==> config.mk <==
export PLATFORM = sky130hd
export DESIGN_NAME = fu_issue_arbiter
export DESIGN_NICKNAME = d
export VERILOG_FILES = /design/src/rtl/fu_issue_arbiter.sv
export SDC_FILE = /design/constraint.sdc
export NUM_CORES = 1
export LEC_CHECK = 0
export ABC_AREA = 0
export CORE_UTILIZATION = 45
export DETAILED_ROUTE_END_ITERATION = 10
export PLACE_DENSITY = 0.85
export SKIP_CTS_REPAIR_TIMING = 1
export SLEW_MARGIN = 20
export SYNTH_ARGS = -nofsm -noshare
export SYNTH_HDL_FRONTEND = slang
export SYNTH_SLANG_ARGS = --single-unit
==> constraint.sdc <==
create_clock -name clk -period 6.6 [get_ports clk]
set_clock_uncertainty 0.1 [all_clocks]
set_input_delay 1.32 -clock clk [delete_from_list [all_inputs] [get_ports clk]]
set_output_delay 1.32 -clock clk [all_outputs]
set_load 0.005 [all_outputs]
==> src/rtl/fu_issue_arbiter.sv <==
// ============================================================================
// fu_issue_arbiter : round-robin issue-port arbiter with multi-cycle occupancy
// Rev 1.0
// ============================================================================
`default_nettype none

module fu_issue_arbiter #(
  parameter int NUM_REQ = 4,
  parameter int LAT_W   = 5,
  parameter int IDX_W   = $clog2(NUM_REQ)
) (
  input  logic                     clk,
  input  logic                     rst_n,
  input  logic [NUM_REQ-1:0]       req_valid,
  input  logic [NUM_REQ*LAT_W-1:0] req_lat,
  input  logic                     fu_stall,
  input  logic                     flush,
  output logic [NUM_REQ-1:0]       grant,
  output logic                     fu_valid,
  output logic [IDX_W-1:0]         fu_sel,
  output logic                     busy
);

  localparam logic [IDX_W:0]   c_NUM_REQ = (IDX_W+1)'(NUM_REQ);
  localparam logic [IDX_W-1:0] c_LAST    = IDX_W'(NUM_REQ - 1);

  logic [IDX_W-1:0] rr_ptr_q, rr_ptr_d;
  logic [LAT_W-1:0] busy_cnt_q, busy_cnt_d;

  logic [LAT_W-1:0] w_lat [NUM_REQ];
  logic             w_found;
  logic [IDX_W-1:0] w_win;
  logic [LAT_W-1:0] w_win_lat;
  logic             w_busy;
  logic             w_fire;

  for (genvar gi = 0; gi < NUM_REQ; gi++) begin : g_lat
    assign w_lat[gi] = req_lat[gi*LAT_W +: LAT_W];
  end

  // Scan from rr_ptr upward; wrap by compare so non-power-of-two sizes work.
  always_comb begin
    logic [IDX_W:0] cand;
    cand    = '0;
    w_found = 1'b0;
    w_win   = '0;
    for (int k = 0; k < NUM_REQ; k++) begin
      cand = {1'b0, rr_ptr_q} + (IDX_W+1)'(k);
      if (cand >= c_NUM_REQ) cand = cand - c_NUM_REQ;
      if (!w_found && req_valid[cand[IDX_W-1:0]]) begin
        w_found = 1'b1;
        w_win   = cand[IDX_W-1:0];
      end
    end
  end

  assign w_win_lat = w_lat[w_win];
  assign w_busy    = (busy_cnt_q != '0);
  assign w_fire    = rst_n && w_found && !w_busy && !fu_stall && !flush;

  assign grant    = w_fire ? (NUM_REQ'(1) << w_win) : '0;
  assign fu_valid = w_fire;
  assign fu_sel   = w_fire ? w_win : '0;
  assign busy     = rst_n && w_busy;

  always_comb begin
    rr_ptr_d   = rr_ptr_q;
    busy_cnt_d = busy_cnt_q;
    if (w_fire) begin
      rr_ptr_d = (w_win == c_LAST) ? '0 : w_win + IDX_W'(1);
    end
    if (flush) begin
      busy_cnt_d = '0;
    end else if (w_fire && (w_win_lat >= LAT_W'(2))) begin
      busy_cnt_d = w_win_lat - LAT_W'(1);
    end else if (w_busy) begin
      busy_cnt_d = busy_cnt_q - LAT_W'(1);
    end
  end

  always_ff @(posedge clk or negedge rst_n) begin
    if (!rst_n) begin
      rr_ptr_q   <= '0;
      busy_cnt_q <= '0;
    end else begin
      rr_ptr_q   <= rr_ptr_d;
      busy_cnt_q <= busy_cnt_d;
    end
  end

endmodule

`default_nettype wire

After elaboration in Yosys (flattened, before gate mapping)
Index checks and enable logic that the tools add are counted.

Input port bits: 28. Flip-flop bits (word level): 7. Output and inout bits: 8. Word-level logic and storage cells: 71.

Bitwise logic cells: 1. Reductions and logical operators: 17. Eq/ne operators: 1. Magnitude comparators: 10. Muxes and demuxes: 29. Shift operators: 1. $add $sub $neg: 10.

Operators by type and width (count): $mux W5 (5); $mux W2 (10); $ge A3 B3 Y1 const B (4); $lt A2 B3 Y1 const B (4); $bmux W5 S2 (1); $sub A5 B1 Y5 const B (2); $logic_and A1 B1 Y1 (9); $bmux W1 S2 (4); $mux W1 (8); $sub A2 B1 Y2 const B (4); $add A2 B2 Y3 const B (2); $logic_not A1 Y1 (6); $ge A5 B2 Y1 const B (1); $reduce_bool A5 Y1 (1); $mux W4 (1); $shl A1 B2 Y4 const A (1); $add A2 B1 Y3 const B (1); $ge A2 B3 Y1 const B (1); $not A2 Y3 (1); $reduce_bool A3 Y1 (1); $add A2 B1 Y2 const B (1); $eq A2 B2 Y1 const B (1).

Logic depth before layout (Yosys ltp)
Depth after elaboration: 22. Depth in mapped cells: 13. Gate-level depth less buffers: 12.

Worst setup path after synthesis
Ideal clock, no wire load.

Path type: input to output. From: in req_valid[1]. To: out grant[0]. Path slack: 2820 ps. Stages: 6. Arrival time: 2360 ps. Data required time: 5180 ps. Buffers on the path: 0. Path through: a21boi_1 > o22ai_1 > nor2_2 > inv_2 > ha_1 > and2_1.

Word-level cells in the longest chain between the ends: 17. Elaborated cells between the ends (all ways): 28. Classes of those cells: shift: 1; mux: 17; reduce/logical: 10.

Ends and longest elaborated chain: from (decl) (line 14) `input logic [NUM_REQ-1:0] req_valid,`; $bmux W1 S2 (line 50) `if (!w_found && req_valid[cand[IDX_W-1:0]]) begin`; $mux W1 (not written as such) (line 50); $mux W1 (line 50); $logic_not A1 Y1 (line 50); $logic_and A1 B1 Y1 (line 50); $mux W1 (line 50); $logic_not A1 Y1 (line 50); $logic_and A1 B1 Y1 (line 50); $mux W1 (line 50); $logic_not A1 Y1 (line 50); $logic_and A1 B1 Y1 (line 50); $mux W1 (line 50); $logic_and A1 B1 Y1 (4 in a row) (line 59) `assign w_fire = rst_n && w_found && !w_busy && !fu_stall && !flush;`; $mux W4 * (line 61) `assign grant = w_fire ? (NUM_REQ'(1) << w_win) : '0;`; to (decl) (line 18) `output logic [NUM_REQ-1:0] grant,`.

Every way passes the cells marked *; elsewhere a longest branch is shown, timed or not. The select of a mux whose other input is x is not followed.

Worst setup path in the final report
From: in req_valid[2]. To: out grant[0].

Same word-level chain as after synthesis.

==> PnR_summary.wiki <==
{| class="wikitable"
! Metric !! Value
|-
| Post-synthesis cell type with the largest combined area || dfrtp_1
|-
| Transition time at the pin with the least slew margin || 857.7 ps
|-
| Category of cells accounting for the largest share of critical-path delay || buffers and inverters
|-
| Detailed-route wire length || between 2000 and 2500 µm
|-
| Clock Tree Root || clkbuf_4
|-
| Setup tns final || 0 ps
|-
| Total iterations of the first detailed-routing run || 4
|-
| Count of flip-flops with a built-in enable after synthesis || 0
|-
| Final GP Congestion || around 0.8
|-
| Yosys top cell area share || roughly a fifth
|-
| Skew-Pair Late Insertion Delay || 250 ps
|-
| Clock tree from TritonCTS || done
|-
| #FFs+latches synth || 7
|-
| Effective utilization at floorplan || 47.61%
|-
| Drt wl/cell || 13.41 µm
|-
| Placed cells || 149
|-
| Number of DRC markers in iteration 0 || 8
|-
| Most frequent standard cell in the layout excluding fill and tap cells || clkdlybuf4s50_1
|-
| Post-synthesis to final-layout area growth || 48.40%
|-
| Critical-path cell list || clkdlybuf4s50_1 -> and2b_1 -> a311oi_1 -> nor2_1 -> inv_1 -> ha_1 -> and2_1 -> clkdlybuf4s50_1
|-
| TritonCTS Sinks || 7
|-
| Placed cell areas || 1192 µm²
|-
| Final Hold Violating Endpoints || 0
|-
| Share of cells above drive strength 1 || 18.75%
|-
| Highest attainable clock frequency || just under 200 MHz
|-
| Static power due to leakage || 0.0005145 µW
|-
| DP Worst Slack || 1406 ps
|-
| Area of the die || 2002 µm²
|-
| Via count of the first global-routing pass || approximately 790
|-
| Time the final worst path needs with I/O delays and setup || 5174 ps
|-
| Relative contribution of sequential cells to total power || between 20% and 30%
|-
| Highest ir drop seen on vdd || 180.4 µV
|-
| Required time of the critical path || 5180 ps
|-
| Combined area of all synthesized cells || 822.0 µm²
|-
| Clk slew on worst S/H paths || ~50 ps
|-
| Antenna cells || 0
|-
| Power Dens Cells || 279.0 nW/µm²
|-
| DRC || 0
|-
| Pin count of the biggest net entering global routing || 13
|-
| Critical path data arrival time || approximately 3800 ps
|-
| Prevailing post-synth register cell || dfrtp_1
|-
| Max cap viols || 0
|-
| Internal Pwr Total || between 150 and 200 µW
|-
| Half-perimeter wire length after placement || 1713 µm
|-
| Number of ports placed on the die boundary || 36
|-
| Port bufs || 35
|-
| Syn avg cell area || 9.134 µm²
|-
| Yosys warning total || 0
|-
| Area contributors post-synth || dfrtp_1 21%, ha_1 7.6%, mux2i_1 7.3%
|-
| Proportion of power drawn by the clock network || 10.8%
|-
| Initial antenna violation count || 0
|-
| Filler Cells Inserted || 157
|-
| Die boundary width || 44.74 µm
|-
| Final Max Tran Viols || 0
|-
| Hold WC Path Type || flip-flop to flip-flop
|-
| Die extent in y || 44.74 µm
|-
| Clock Tree Buf Depth || 2
|-
| Cell Rows || 15
|-
| Global-route wire length before repair || 3277 µm
|-
| Async set or reset register ratio after synthesis || between 90% and 100%
|-
| Global route total overflow || 0
|-
| Final instance count without filler cells || 153
|-
| Setup CP Type || input port to primary output
|-
| Setup WS post-layout || 1426 ps
|-
| Final setup viols || 0
|-
| Critical path buffer and inverter count || 3
|-
| Psw || 146.6 µW
|-
| Crit-path slowest cell || nor2_1
|-
| Commonest cells after routing, fill and taps aside || 35 x clkdlybuf4s50_1, 9 x nor2_1, 7 x dfrtp_1
|-
| CP most frequent cell || clkdlybuf4s50_1
|-
| Post-route clock period utilization || 78.40%
|-
| Total via count after detailed routing || between 800 and 900
|-
| Post-layout net count || 162
|-
| Startpoint types || input port
|-
| Final instance area || 1220 µm²
|-
| Result of the run || completed
|-
| CP Capture Type || primary output
|-
| Inserted Clock Buffers || 3
|-
| Residual antenna-violating net count after detailed routing || 0
|-
| Worst rel slew slack || about 43%
|-
| Crit-path max FO || 12
|-
| Number of cells produced by synthesis || 90
|-
| Core area || 1727 µm²
|-
| Slowest cell delay on critical path || between 600 and 700 ps
|-
| Setup repair after global routing missed its margin || no
|-
| Total track usage || between 20 and 25%
|-
| Vias per cell || 5.301
|-
| Combinational group share of total power || approximately two thirds
|-
| Switching Fraction || 43.08%
|-
| Syn nets || 123
|-
| Proportion of synthesized chip area in sequential cells || a little over a fifth
|-
| H-tree depth reported by CTS || 1
|-
| Number of distinct library cells after synthesis || between 40 and 50
|}
[power by group through the flow]
stage	clock network, µW	logic (µW)	registers, µW
2_1_floorplan	0	167	75.6
3_3_place_gp	0	214	78.6
3_5_place_dp	0	222	80.3
4_1_cts	39.1	224	79.7
5_1_grt	41.2	242	84.5
6_report	36.9	222	81.4
[worst paths after layout]
kind | to | cells after the start | slack, ps | from
max in group asynchronous | rr_ptr_q[1]$_DFFE_PN0P_ | 1 | 4890 | rst_n
setup reg to reg | busy_cnt_q[4]$_DFFE_PN0P_ | 11 | 3670 | rr_ptr_q[0]$_DFFE_PN0P_
setup / recovery | grant[0] | 8 | 1430 | req_valid[2]
min in group asynchronous | busy_cnt_q[4]$_DFFE_PN0P_ | 1 | 1250 | rst_n
hold reg to reg | busy_cnt_q[0]$_DFFE_PN0P_ | 1 | 470 | busy_cnt_q[0]$_DFFE_PN0P_
hold / removal | busy_cnt_q[0]$_DFFE_PN0P_ | 1 | 470 | busy_cnt_q[0]$_DFFE_PN0P_
[layer usage]
metal,up-vias,track usage [%],wire length (µm)
li1,409,-,-
met1,366,25.19,920
met2,34,41.76,1003
met3,2,1.200,109
met4,0,8.485,17
met5,-,0,0
[through the flow]
stage	util (%)	total power, µW	hold WS (ps)
2_1_floorplan	-	242.5	394.7
3_3_place_gp	69.06	292.2	422.5
3_5_place_dp	69.06	302.4	443.5
4_1_cts	70.65	342.5	451.0
5_1_grt	70.65	368.2	497.5
6_report	70.65	340.4	472.1
[cell usage after synthesis (all sizes together), types with 2 or more instances]
library cell / count
a21oi: 5
a22o: 2
and2: 4
and3: 2
dfrtp: 7
ha: 5
inv: 5
mux2: 6
mux2i: 6
nand2: 2
nand2b: 2
nand3: 3
nor2: 13
nor2b: 2
nor3: 2
nor3b: 2
o21ai: 4
or4: 3
[layout make-up]
cell class                      instances  area, µm²  share of cell area [%]
Clock buffer                            3      22.52                   1.846
Clock inverter                          1      5.005                  0.4103
Inverter                                5      18.77                   1.538
Multi-Input combinational cell         77      616.8                   50.56
Sequential cell                         7      175.2                   14.36
Tap cell                               25      31.28                   2.564
Timing Repair Buffer                   35      350.3                   28.72
[worst reg2reg max path, delay by kind of cell, from the launching register on]
family / cells / cell delay (ps)
buffers and inverters: 1 / 240
adders and majority gates: 1 / 200
DFF: 1 / 410
and+or+nand+nor: 4 / 1090
xor gates and xnor gates: 1 / 160
AOI/OAI and AO/OA: 4 / 620
[cell families after synthesis]
| family | after synthesis | share of synthesized area [%] |
|---|---|---|
| XOR/XNOR | 2 | 2.131 |
| AND/OR/NAND/NOR | 39 | 31.05 |
| adder cells (fa/ha/maj) | 5 | 7.610 |
| AO/OA/AOI/OAI | 19 | 18.27 |
| flip-flops | 7 | 21.31 |
| multiplexers | 12 | 15.98 |
| buffers and inverters | 6 | 3.653 |
[flip-flops by register name (all words and copies together), names as in the netlist]
name        flops
busy_cnt_q      5
rr_ptr_q        2
Power figures use the tool's default switching activity.
